$ cat src/rtl/div8_seq.sv
// div8_seq: sequential restoring divider, one quotient bit per clock, start/done handshake.
// Define DIV8_SIGNED_EN to add the signed_op port and truncating two's-complement division.
module div8_seq #(
    parameter int unsigned WIDTH = 8
) (
    input  logic             clk,
    input  logic             rst,
    input  logic             start,
    input  logic [WIDTH-1:0] dividend,
    input  logic [WIDTH-1:0] divisor,
`ifdef DIV8_SIGNED_EN
    input  logic             signed_op,
`endif
    output logic             busy,
    output logic             done,
    output logic [WIDTH-1:0] quotient,
    output logic [WIDTH-1:0] remainder,
    output logic             div_by_zero
);

    localparam int unsigned     CntW    = $clog2(WIDTH);
    localparam logic [CntW-1:0] CntLast = CntW'(WIDTH - 1);

    typedef enum logic [1:0] {StIdle, StRun, StDone} state_e;

    state_e          state_q, state_d;
    logic [WIDTH-1:0] p_q, p_d;
    logic [WIDTH-1:0] d_q, d_d;
    logic [WIDTH-1:0] dvs_q, dvs_d;
    logic [WIDTH-1:0] quo_q, quo_d;
    logic [WIDTH-1:0] rem_q, rem_d;
    logic             dbz_q, dbz_d;
    logic [CntW-1:0]  cnt_q, cnt_d;

    logic [WIDTH:0]   p_sh, trial;
    logic [WIDTH-1:0] p_next, d_next;
    logic [WIDTH-1:0] dvd_mag, dvs_mag, quo_fix, rem_fix;
    logic             accept;

`ifdef DIV8_SIGNED_EN
    logic a_neg, b_neg;
    logic q_neg_q, q_neg_d, r_neg_q, r_neg_d;
`endif

    // Remainder stays below the divisor, so WIDTH bits of P suffice between iterations;
    // only the shifted value needs the extra bit.
    always_comb begin
        p_sh   = {p_q, d_q[WIDTH-1]};
        trial  = p_sh - {1'b0, dvs_q};
        p_next = trial[WIDTH] ? p_sh[WIDTH-1:0] : trial[WIDTH-1:0];
        d_next = {d_q[WIDTH-2:0], ~trial[WIDTH]};
`ifdef DIV8_SIGNED_EN
        a_neg   = signed_op & dividend[WIDTH-1];
        b_neg   = signed_op & divisor[WIDTH-1];
        dvd_mag = a_neg ? '0 - dividend : dividend;
        dvs_mag = b_neg ? '0 - divisor : divisor;
        quo_fix = q_neg_q ? '0 - d_next : d_next;
        rem_fix = r_neg_q ? '0 - p_next : p_next;
`else
        dvd_mag = dividend;
        dvs_mag = divisor;
        quo_fix = d_next;
        rem_fix = p_next;
`endif
    end

    always_comb begin
        state_d = state_q;
        p_d     = p_q;
        d_d     = d_q;
        dvs_d   = dvs_q;
        quo_d   = quo_q;
        rem_d   = rem_q;
        dbz_d   = dbz_q;
        cnt_d   = cnt_q;
`ifdef DIV8_SIGNED_EN
        q_neg_d = q_neg_q;
        r_neg_d = r_neg_q;
`endif
        accept  = start && (state_q != StRun);

        unique case (state_q)
            StRun: begin
                p_d   = p_next;
                d_d   = d_next;
                cnt_d = cnt_q + CntW'(1);
                if (cnt_q == CntLast) begin
                    state_d = StDone;
                    quo_d   = quo_fix;
                    rem_d   = rem_fix;
                    dbz_d   = 1'b0;
                end
            end
            StIdle, StDone: begin
                state_d = StIdle;
                if (accept) begin
                    cnt_d = '0;
                    p_d   = '0;
                    d_d   = dvd_mag;
                    dvs_d = dvs_mag;
`ifdef DIV8_SIGNED_EN
                    q_neg_d = a_neg ^ b_neg;
                    r_neg_d = a_neg;
`endif
                    if (divisor == '0) begin
                        state_d = StDone;
                        quo_d   = '1;
                        rem_d   = dividend;
                        dbz_d   = 1'b1;
                    end else begin
                        state_d = StRun;
                    end
                end
            end
            default: state_d = StIdle;
        endcase
    end

    always_ff @(posedge clk) begin
        if (rst) begin
            state_q <= StIdle;
            p_q     <= '0;
            d_q     <= '0;
            dvs_q   <= '0;
            quo_q   <= '0;
            rem_q   <= '0;
            dbz_q   <= 1'b0;
            cnt_q   <= '0;
`ifdef DIV8_SIGNED_EN
            q_neg_q <= 1'b0;
            r_neg_q <= 1'b0;
`endif
        end else begin
            state_q <= state_d;
            p_q     <= p_d;
            d_q     <= d_d;
            dvs_q   <= dvs_d;
            quo_q   <= quo_d;
            rem_q   <= rem_d;
            dbz_q   <= dbz_d;
            cnt_q   <= cnt_d;
`ifdef DIV8_SIGNED_EN
            q_neg_q <= q_neg_d;
            r_neg_q <= r_neg_d;
`endif
        end
    end

    assign busy        = (state_q == StRun);
    assign done        = (state_q == StDone);
    assign quotient    = quo_q;
    assign remainder   = rem_q;
    assign div_by_zero = dbz_q;

endmodule

$ cat config.mk
export PLATFORM = sky130hd
export DESIGN_NAME = div8_seq
export DESIGN_NICKNAME = d
export VERILOG_FILES = /design/src/rtl/div8_seq.sv
export SDC_FILE = /design/constraint.sdc
export NUM_CORES = 1
export LEC_CHECK = 0
export BUFFER_PORTS_ARGS = -buffer_cell sky130_fd_sc_hd__buf_2
export CAP_MARGIN = 20
export CORE_MARGIN = 3
export CORE_UTILIZATION = 60
export DETAILED_ROUTE_END_ITERATION = 8
export GPL_TIMING_DRIVEN = 1
export PLACE_DENSITY = 0.83
export SYNTH_ARGS = -nofsm -noshare
export SYNTH_HDL_FRONTEND = slang
export SYNTH_SLANG_ARGS = --single-unit
$ cat constraint.sdc
create_clock -name clk -period 4.2 [get_ports clk]
set_clock_uncertainty 0.15 [all_clocks]
set_input_delay 1.26 -clock clk [delete_from_list [all_inputs] [get_ports clk]]
set_output_delay 1.26 -clock clk [all_outputs]
set_load 0.005 [all_outputs]
==> flow_metrics.py, run 1 <==
metrics = {
    "power": {
        "p_per_area_nw_per_um2": 437.5,
        "power_mw": 1.230,
        "ir_worst_vdd_v": 0.0002571,
        "p_leak_nw": 1.156,
    },
    "routing": {
        "routed-via-count": 2342,
        "ant_nets": 0,
        "drt_iter0_drc": 178,
        "firstDrtPassIters": 4,
        "route.detailed.drc": 0,
        "wl_um": 6022,
        "wl_per_cell_um": 15.85,
        "via_per_inst": 6.163,
    },
    "synthesis": {
        "yosys.area_share.simple_pct": 16.38,
        "async_flop_share_pct": 0,
        "ys.flop_type": "dfxtp_1",
        "syn_area_um2": 2505,
        "ys_seq_elements": 46,
        "synth_top_family_by_area": "compound AO/OA/AOI/OAI gates",
        "synth_edf_count": 0,
        "ys_warn_count": 0,
        "syn-num-nets": 331,
        "syn_inst": 301,
        "synth_mux_area_share_pct": 5.395,
        "synth_compound_area_share_pct": 28.22,
        "synth_adder_area_share_pct": 5.794,
        "synth_area_leaders": "dfxtp_1 (37%), nand2_1 (5.8%), a21oi_1 (5.8%)",
        "synth_area_leader_cell": "dfxtp_1",
        "ys_seq_area_share_pct": 36.76,
        "synth_xor_area_share_pct": 1.399,
        "netlist.area_leader.share_pct": 36.76,
        "ys_types": 54,
        "synth.avg_cell_area_um2": 8.322,
    },
    "clocking": {
        "cts_hold_buf": 0,
        "clk_path_buf_depth": 2,
        "clk_pin_slew_ns": 0.09,
        "cts_buffers": 5,
        "cts_sinks": 46,
        "postCtsResizedCells": 0,
        "clockRootBuffer": "clkbuf_8",
        "htree_levels": 2,
        "post_cts_buffers": 0,
        "clock_latency_ns": 0.30,
        "cts_tree": "yes",
    },
    "floorplan": {
        "start_util_pct": 65.47,
        "die_w_um": 70.61,
        "num_io_pins": 38,
        "row_count": 22,
        "core_area_um2": 3826,
        "dieArea_um2": 4986,
        "dieHeight_um": 70.61,
    },
    "place": {
        "io_buffers": 37,
        "dp_hpwl_um": 4238,
        "place.gp.congestion": 0.8183,
    },
    "run": {
        "maxCapViolCount": 0,
    },
    "setup_path": {
        "cp-end-kind": "primary output",
        "ff2ff_path_depth": 9,
        "reg2reg_slack_ns": 1.27,
        "startpoint_type": "register",
        "timing.rr.end": "remainder[5]",
        "path_max_fanout": 23,
        "cp.required_ns": 2.79,
        "path_class": "register to primary output",
        "r2r_start": "d_q[7]",
        "cp.arrival_ns": 1.94,
    },
    "cells_and_area": {
        "seqCellArea_um2": 920.9,
        "drive_gt1_share_pct": 18.07,
        "area_growth_pct": 12.24,
        "n_antenna_cell": 0,
        "nNetsFinal": 361,
        "fill_cells": 307,
        "multi_input_area_um2": 1439,
    },
    "hold_path": {
        "holdPathStages": 2,
        "hold_end": "quotient[5]",
        "hold_path.startpoint": "quotient[5]",
        "hold_path.class": "register to register",
    },
    "sta": {
        "setup_tns_ns": 0,
        "hold_viol": 0,
        "setup_violations": 0,
        "finalMaxSlewViolations": 0,
        "worst_pin_slew_ns": 0.9131,
        "post-route-period-util_pct": 79.79,
        "slew_headroom_pct": 39.04,
        "hold_slack_ns": 0.3040,
        "rsz0062_at_grt": "no",
        "max_clock_freq_mhz": 298.4,
        "period_minus_slack_ns": 3.351,
    },
    "global_routing": {
        "grt_first_pass_wirelength_um": 10020,
        "grt_util_all_layers_pct": 24.53,
        "gr-total-overflow": 0,
        "first_global_vias": 2169,
        "grt_max_degree": 45,
        "antenna_found_initial": 0,
    },
    "status": {
        "status": "complete, no violations",
    },
}
per-layer routing:
metal | track usage [%] | vias up | wire length, µm
li1 | - | 1144 | -
met1 | 31.56 | 1095 | 2557
met2 | 41.58 | 94 | 2999
met3 | 5.114 | 9 | 395
met4 | 7.307 | 0 | 71
met5 | 0 | - | 0
logic make-up after synthesis:
| group | Yosys count |
|---|---|
| AO/OA/AOI/OAI | 101 |
| AND/OR/NAND/NOR | 90 |
| flip-flops | 46 |
| buffers and inverters | 36 |
| multiplexers | 13 |
| adder cells (fa/ha/maj) | 11 |
| XOR/XNOR | 4 |
state kept, by name, summed over array words and instances, names as in the netlist:
register and count:
remainder 8, dvs_q 8, cnt_q 3, state_q 2, p_q 8, d_q 8, div_by_zero 1, quotient 8
cell usage in the layout (no fill, tap or decap), drive strengths merged, types with 2 or more instances in the layout:
master	count
nand3	5
nor3	2
o2111ai	2
a21oi	30
dfxtp	46
ha	10
nor2b	3
xnor2	2
a211oi	16
nand2	39
o211ai	4
o211a	2
a21o	6
inv	21
buf	39
clkbuf	5
nor4	2
xor2	2
nand2b	4
nor2	27
o31ai	2
a31oi	2
mux2i	12
a22oi	6
o21ai	19
a2111oi	3
synth_stat cells, drive strengths merged (2+ instances only):
master / count
a2111oi: 3
a211oi: 16
a21o: 6
a21oi: 30
a22oi: 6
a31oi: 2
buf: 7
clkbuf: 9
dfxtp: 46
ha: 10
inv: 20
mux2i: 12
nand2: 39
nand2b: 4
nand3: 5
nor2: 27
nor2b: 3
nor3: 2
nor4: 2
o2111ai: 2
o211a: 2
o211ai: 4
o21ai: 19
o31ai: 2
xnor2: 2
xor2: 2
worst max-delay path by stage:
stage,start,end,slack [ns],depth (start not counted)
CTS,state_q[0],busy,0.87,3
global route,state_q[0],busy,0.70,3
global placement,start,remainder[4],1.01,7
detailed placement,start,remainder[4],0.95,7
floorplan,divisor[3],remainder[3],1.51,6
finish,state_q[0],busy,0.85,3
metrics by stage:
stage          utilization (%)  instances  setup WS, ns  cell area (µm²)
2_1_floorplan                -        301         1.512             2505
3_3_place_gp             70.24        371         1.007             2688
3_5_place_dp             70.24        371        0.9479             2688
4_1_cts                  73.19        379        0.8726             2800
5_1_grt                  73.48        380        0.7028             2811
6_report                 73.48        380        0.8487             2811
critical path, cell delays in order (launching register included):
cell and delay (ns):
dfxtp_1 0.93, nand2b_1 0.31, inv_1 0.25, buf_2 0.15
power breakdown:
group          total (mW)  internal (mW)  switching (mW)
Combinational       0.399          0.157           0.243
Sequential          0.490          0.461          0.0287
Clock               0.341          0.179           0.162
area by class of cell:
| type | instances | area share, % |
|---|---|---|
| repair buffers | 39 | 7.254 |
| well taps | 48 | 2.136 |
| clock buffers | 5 | 2.448 |
| flip-flops and latches | 46 | 32.75 |
| multi-input cells | 219 | 51.18 |
| clock inverters | 3 | 1.558 |
| inverters | 20 | 2.670 |
Note: power is estimated with default switching activity, not from simulation.
==> inputs of run 2 (changes only) <==
ABC_AREA = 1   (was not set)
CORE_UTILIZATION = 56   (was 60)
PLACE_DENSITY = 0.79   (was 0.83)
clock period = 3.4 ns   (was 4.2 ns; I/O delays follow)
==> run 2 against run 1 <==
  * Die area up 6.2%
  * Non-clock buffer count stayed put
  * Synthesized cell count rose by 24%
  * Via count fell by 0.60%
  * Largest cell class unchanged
==> flow_metrics.py, run 2 <==
metrics = {
    "status": {
        "status": "complete, no violations",
    },
    "synthesis": {
        "ys_seq_area_share_pct": 36.87,
        "ys_seq_elements": 46,
        "synth_compound_area_share_pct": 14.48,
        "ys_warn_count": 0,
        "ys_types": 26,
        "yosysMostFrequentCell": "nand2_1",
        "synth_area_leader_cell": "dfxtp_1",
        "synth_edf_count": 0,
        "netlist.area_leader.share_pct": 36.87,
        "syn_inst": 372,
        "synth_adder_area_share_pct": 5.812,
        "async_flop_share_pct": 0,
        "syn-num-nets": 402,
        "syn_area_um2": 2497,
        "synth_top_family_by_area": "simple AND/OR/NAND/NOR gates",
        "synth_mux_area_share_pct": 0,
        "ys.flop_type": "dfxtp_1",
        "synth_xor_area_share_pct": 1.052,
        "synth.avg_cell_area_um2": 6.713,
        "synth_area_leaders": "dfxtp_1 (37%), nand2_1 (11%), inv_1 (9.3%)",
        "netlist_top_cells_count": "nand2_1 (74), inv_1 (62), dfxtp_1 (46)",
        "yosys.area_share.simple_pct": 28.06,
    },
    "floorplan": {
        "dieArea_um2": 5297,
        "start_util_pct": 60.27,
        "num_io_pins": 38,
        "row_count": 23,
        "die_w_um": 72.78,
        "dieHeight_um": 72.78,
        "core_area_um2": 4144,
    },
    "clocking": {
        "clockRootBuffer": "clkbuf_8",
        "cts_buffers": 5,
        "htree_levels": 2,
        "clk_pin_slew_ns": 0.08,
        "cts_hold_buf": 0,
        "postCtsResizedCells": 0,
        "clock_latency_ns": 0.30,
        "cts_tree": "yes",
        "clk_path_buf_depth": 2,
        "post_cts_buffers": 0,
        "cts_sinks": 46,
    },
    "setup_path": {
        "cp.required_ns": 2.23,
        "reg2reg_slack_ns": 1.16,
        "path_class": "register to primary output",
        "startpoint_type": "register",
        "path_max_fanout": 27,
        "cp-end-kind": "primary output",
        "critPathLaunch": "state_q[0]",
        "cp.arrival_ns": 1.30,
        "r2r_start": "d_q[7]",
    },
    "power": {
        "p_int_mw": 0.9628,
        "p_leak_nw": 1.515,
        "power_mw": 1.455,
        "power_frac_comb_pct": 29.3,
        "power.net_switching_mw": 0.4922,
        "pwr-share-seq_pct": 42.8,
        "swShare_pct": 33.83,
        "p_clk_share_pct": 27.9,
        "p_per_area_nw_per_um2": 521.5,
        "ir_worst_vdd_v": 0.0003311,
    },
    "routing": {
        "routed-via-count": 2328,
        "route.detailed.drc": 0,
        "firstDrtPassIters": 4,
        "drt_iter0_drc": 178,
        "via_per_inst": 5.116,
        "ant_nets": 0,
        "wl_um": 5311,
        "wl_per_cell_um": 11.67,
    },
    "place": {
        "dp_hpwl_um": 3882,
        "io_buffers": 37,
        "place_ws_ns": 0.9177,
        "placed_area_um2": 2680,
        "place.gp.congestion": 0.8471,
    },
    "cells_and_area": {
        "fill_cells": 401,
        "multi_input_area_um2": 1234,
        "nNetsFinal": 434,
        "seqCellArea_um2": 920.9,
        "final_cell_mix": "nand2_1 (74), inv_1 (62), dfxtp_1 (46)",
        "drive_gt1_share_pct": 14.07,
        "n_antenna_cell": 0,
        "final_common_cell": "nand2_1",
        "fin_area_um2": 2790,
        "area_growth_pct": 11.72,
    },
    "global_routing": {
        "antenna_found_initial": 0,
        "gr-total-overflow": 0,
        "grt_util_all_layers_pct": 21.54,
        "grt_first_pass_wirelength_um": 8811,
        "first_global_vias": 1983,
        "grt_max_degree": 28,
    },
    "sta": {
        "slew_headroom_pct": 57.76,
        "max_clock_freq_mhz": 404.8,
        "worst_slack_ns": 0.9296,
        "setup_tns_ns": 0,
        "worst_pin_slew_ns": 0.6328,
        "rsz0062_at_grt": "no",
        "hold_slack_ns": 0.3113,
        "post-route-period-util_pct": 72.66,
        "hold_viol": 0,
        "finalMaxSlewViolations": 0,
        "setup_violations": 0,
        "period_minus_slack_ns": 2.470,
    },
    "run": {
        "maxCapViolCount": 0,
    },
    "hold_path": {
        "hold_path.class": "register to register",
        "hold_path.startpoint": "div_by_zero",
    },
}
-- run 2: cell types whose count changed in the layout (fill, tap and decap cells not counted), sizes merged, moves of 6 or more --
| cell | before | now |
|---|---|---|
| a211oi | 16 | 0 |
| a21o | 6 | 0 |
| a21oi | 30 | 37 |
| a22oi | 6 | 0 |
| inv | 21 | 66 |
| mux2i | 12 | 0 |
| nand2 | 39 | 81 |
| nand3 | 5 | 40 |
| nor2 | 27 | 37 |
| o21ai | 19 | 34 |
-- run 2: metal layers --
| layer | part of all wire [%] | global-route usage [%] | vias up | routed length [µm] |
|---|---|---|---|---|
| li1 | - | - | 1232 | - |
| met1 | 47 | 28.19 | 1027 | 2513 |
| met2 | 45 | 33.87 | 62 | 2416 |
| met3 | 5.6 | 5.096 | 7 | 295 |
| met4 | 1.6 | 9.221 | 0 | 86 |
| met5 | 0 | 0 | - | 0 |
-- run 2: kinds of logic (layout without fill, tap and decap cells) --
| logic type | count (synthesis) | count (layout) |
|---|---|---|
| simple gates | 160 | 160 |
| flops | 46 | 46 |
| xor+xnor | 3 | 3 |
| fa+ha+maj | 11 | 11 |
| compound gates | 72 | 72 |
| buf+inv | 80 | 113 |
-- run 2: final cells by class --
class                      instances  area share [%]
clock buffer                       6           2.601
clock inverter                     2           1.345
inverter                          66           9.417
multi-input combinational        246           44.22
sequential                        46           33.00
tap                               50           2.242
timing repair buffer              39           7.175
-- run 2: critical path, stage by stage (launching register included) --
cell and delay (ns):
dfxtp_1 0.31, buf_4 0.30, nand2_2 0.14, inv_1 0.12
buf_2 0.12
-- run 2: power by group through the flow --
stage,Clock (mW),Sequential [mW],Combinational (mW)
2_1_floorplan,0,0.630,0.326
3_3_place_gp,0,0.633,0.413
3_5_place_dp,0,0.635,0.422
4_1_cts,0.414,0.623,0.425
5_1_grt,0.438,0.629,0.490
6_report,0.407,0.623,0.426
-- run 2: worst paths after layout --
check / endpoint / depth (start not counted)
hold / removal: div_by_zero / 2
hold reg to reg: div_by_zero / 2
setup / recovery: busy / 4
setup reg to reg: remainder[0] / 14
-- run 2: metrics by stage --
stage          cells  utilization [%]
4_1_cts          455            67.33
3_5_place_dp     447            64.67
3_3_place_gp     447            64.67
2_1_floorplan    372                -
6_report         455            67.33
5_1_grt          455            67.33
==> inputs of run 3 (changes only) <==
clock period = 2.5 ns   (was 3.4 ns; I/O delays follow)
==> run 3 against run 2 <==
  * Design area is 0.31% lower
  * Setup slack worse by 0.54 ns
  * Critical path depth is 10 higher
  * Clock power is 10% higher
  * Via count is 1.3% higher
  * Count of clock-buffer cells in the layout stayed put
  * Critical path type is now register to register
  * Largest power group unchanged
==> flow_metrics.py, run 3 (synthesized netlist as in run 2, its figures left out) <==
metrics = {
    "power": {
        "ir_worst_vdd_v": 0.0003999,
        "p_leak_nw": 1.518,
        "p_per_area_nw_per_um2": 675.8,
    },
    "routing": {
        "firstDrtPassIters": 4,
        "ant_nets": 0,
        "via_per_inst": 5.160,
        "wl_per_cell_um": 11.88,
        "drt_iter0_drc": 156,
        "wl_um": 5427,
        "routed-via-count": 2358,
        "route.detailed.drc": 0,
    },
    "run": {
        "maxCapViolCount": 0,
    },
    "clocking": {
        "cts_sinks": 46,
        "clock_latency_ns": 0.30,
        "clockRootBuffer": "clkbuf_8",
        "cts_buffers": 5,
        "htree_levels": 2,
        "cts_hold_buf": 0,
        "clk_path_buf_depth": 2,
        "postCtsResizedCells": 0,
        "post_cts_buffers": 0,
        "cts_tree": "yes",
        "clk_pin_slew_ns": 0.08,
    },
    "sta": {
        "setup_violations": 0,
        "period_minus_slack_ns": 2.110,
        "setup_tns_ns": 0,
        "hold_viol": 0,
        "post-route-period-util_pct": 84.39,
        "slew_headroom_pct": 78.50,
        "finalMaxSlewViolations": 0,
        "max_clock_freq_mhz": 474.0,
        "rsz0062_at_grt": "no",
        "worst_pin_slew_ns": 0.3221,
    },
    "setup_path": {
        "path_class": "register to register",
        "cp.arrival_ns": 2.17,
        "path_max_fanout": 10,
        "cp-end-kind": "register",
        "startpoint_type": "register",
        "cp.required_ns": 2.56,
    },
    "cells_and_area": {
        "drive_gt1_share_pct": 14.50,
        "area_growth_pct": 11.37,
        "fill_cells": 404,
        "n_antenna_cell": 0,
        "stdcell_count": 457,
        "final_common_cell": "nand2_1",
        "final_cell_mix": "nand2_1 (74), inv_1 (62), dfxtp_1 (46)",
        "fin_area_um2": 2781,
        "nNetsFinal": 436,
    },
    "place": {
        "place_inst": 449,
        "placed_area_um2": 2695,
        "io_buffers": 37,
        "place.gp.congestion": 0.8721,
        "dp_hpwl_um": 3993,
    },
    "global_routing": {
        "grt_util_all_layers_pct": 22.13,
        "grt_first_pass_wirelength_um": 9252,
        "antenna_found_initial": 0,
        "grt_max_degree": 34,
        "gr-total-overflow": 0,
        "first_global_vias": 2099,
    },
    "floorplan": {
        "dieArea_um2": 5297,
        "num_io_pins": 38,
        "core_area_um2": 4144,
        "dieHeight_um": 72.78,
        "row_count": 23,
        "start_util_pct": 60.27,
        "die_w_um": 72.78,
    },
    "hold_path": {
        "hold_path.class": "register to register",
    },
    "status": {
        "status": "complete, no violations",
    },
}
-- run 3: routing by layer --
layer  track usage (%)  part of all wire, %
met3             3.581                  5.1
met5                 0                    0
met1             30.41                   48
met2             35.07                   45
met4             7.992                  1.5
-- run 3: report_power, final --
| part | leakage (nW) | switching [mW] | total (mW) | internal, mW |
|---|---|---|---|---|
| combinational | 1.09 | 0.370 | 0.580 | 0.210 |
| sequential | 0.379 | 0.0477 | 0.852 | 0.804 |
| clock | 0.0452 | 0.251 | 0.448 | 0.197 |
| total | 1.52 | 0.668 | 1.88 | 1.21 |
-- run 3: layout make-up --
cell class	count	area (µm²)	area share, %
Inverter	66	262.8	9.447
Clock inverter	2	13.76	0.4948
Sequential cell	46	920.9	33.11
Clock buffer	6	72.57	2.609
Timing Repair Buffer	41	215.2	7.737
Tap cell	50	62.56	2.249
Multi-Input combinational cell	246	1234	44.35
-- run 3: worst max-delay path, cell delays in order (launching register included) --
cell and delay, ns:
dfxtp_1 0.33, inv_1 0.06, ha_1 0.14, inv_1 0.07, fa_1 0.39, nand2_1 0.07
nand2_1 0.08, nand3_1 0.13, nand2_1 0.08, nand2_1 0.11, nand2_4 0.10, nand3_1 0.10
nand3_1 0.09, nand2_1 0.08, inv_1 0.03
-- run 3: worst paths after layout --
check | from | endpoint | slack [ns] | depth (start not counted)
worst max-delay path | d_q[7] | p_q[1] | 0.39 | 14
worst min-delay path | dvs_q[3] | dvs_q[3] | 0.31 | 2
worst max register to register | d_q[7] | p_q[1] | 0.39 | 14
worst min register to register | dvs_q[3] | dvs_q[3] | 0.31 | 2
-- run 3: stage by stage --
stage          setup WS (ns)  total power, mW  hold slack [ns]  util (%)
5_1_grt               0.1707            2.005           0.3329     67.12
6_report              0.3904            1.880           0.3123     67.12
2_1_floorplan         0.5777            1.300           0.2789         -
3_3_place_gp          0.4277            1.430           0.2936     65.04
3_5_place_dp          0.4166            1.445           0.3014     65.04
4_1_cts               0.3952            1.890           0.3153     67.12
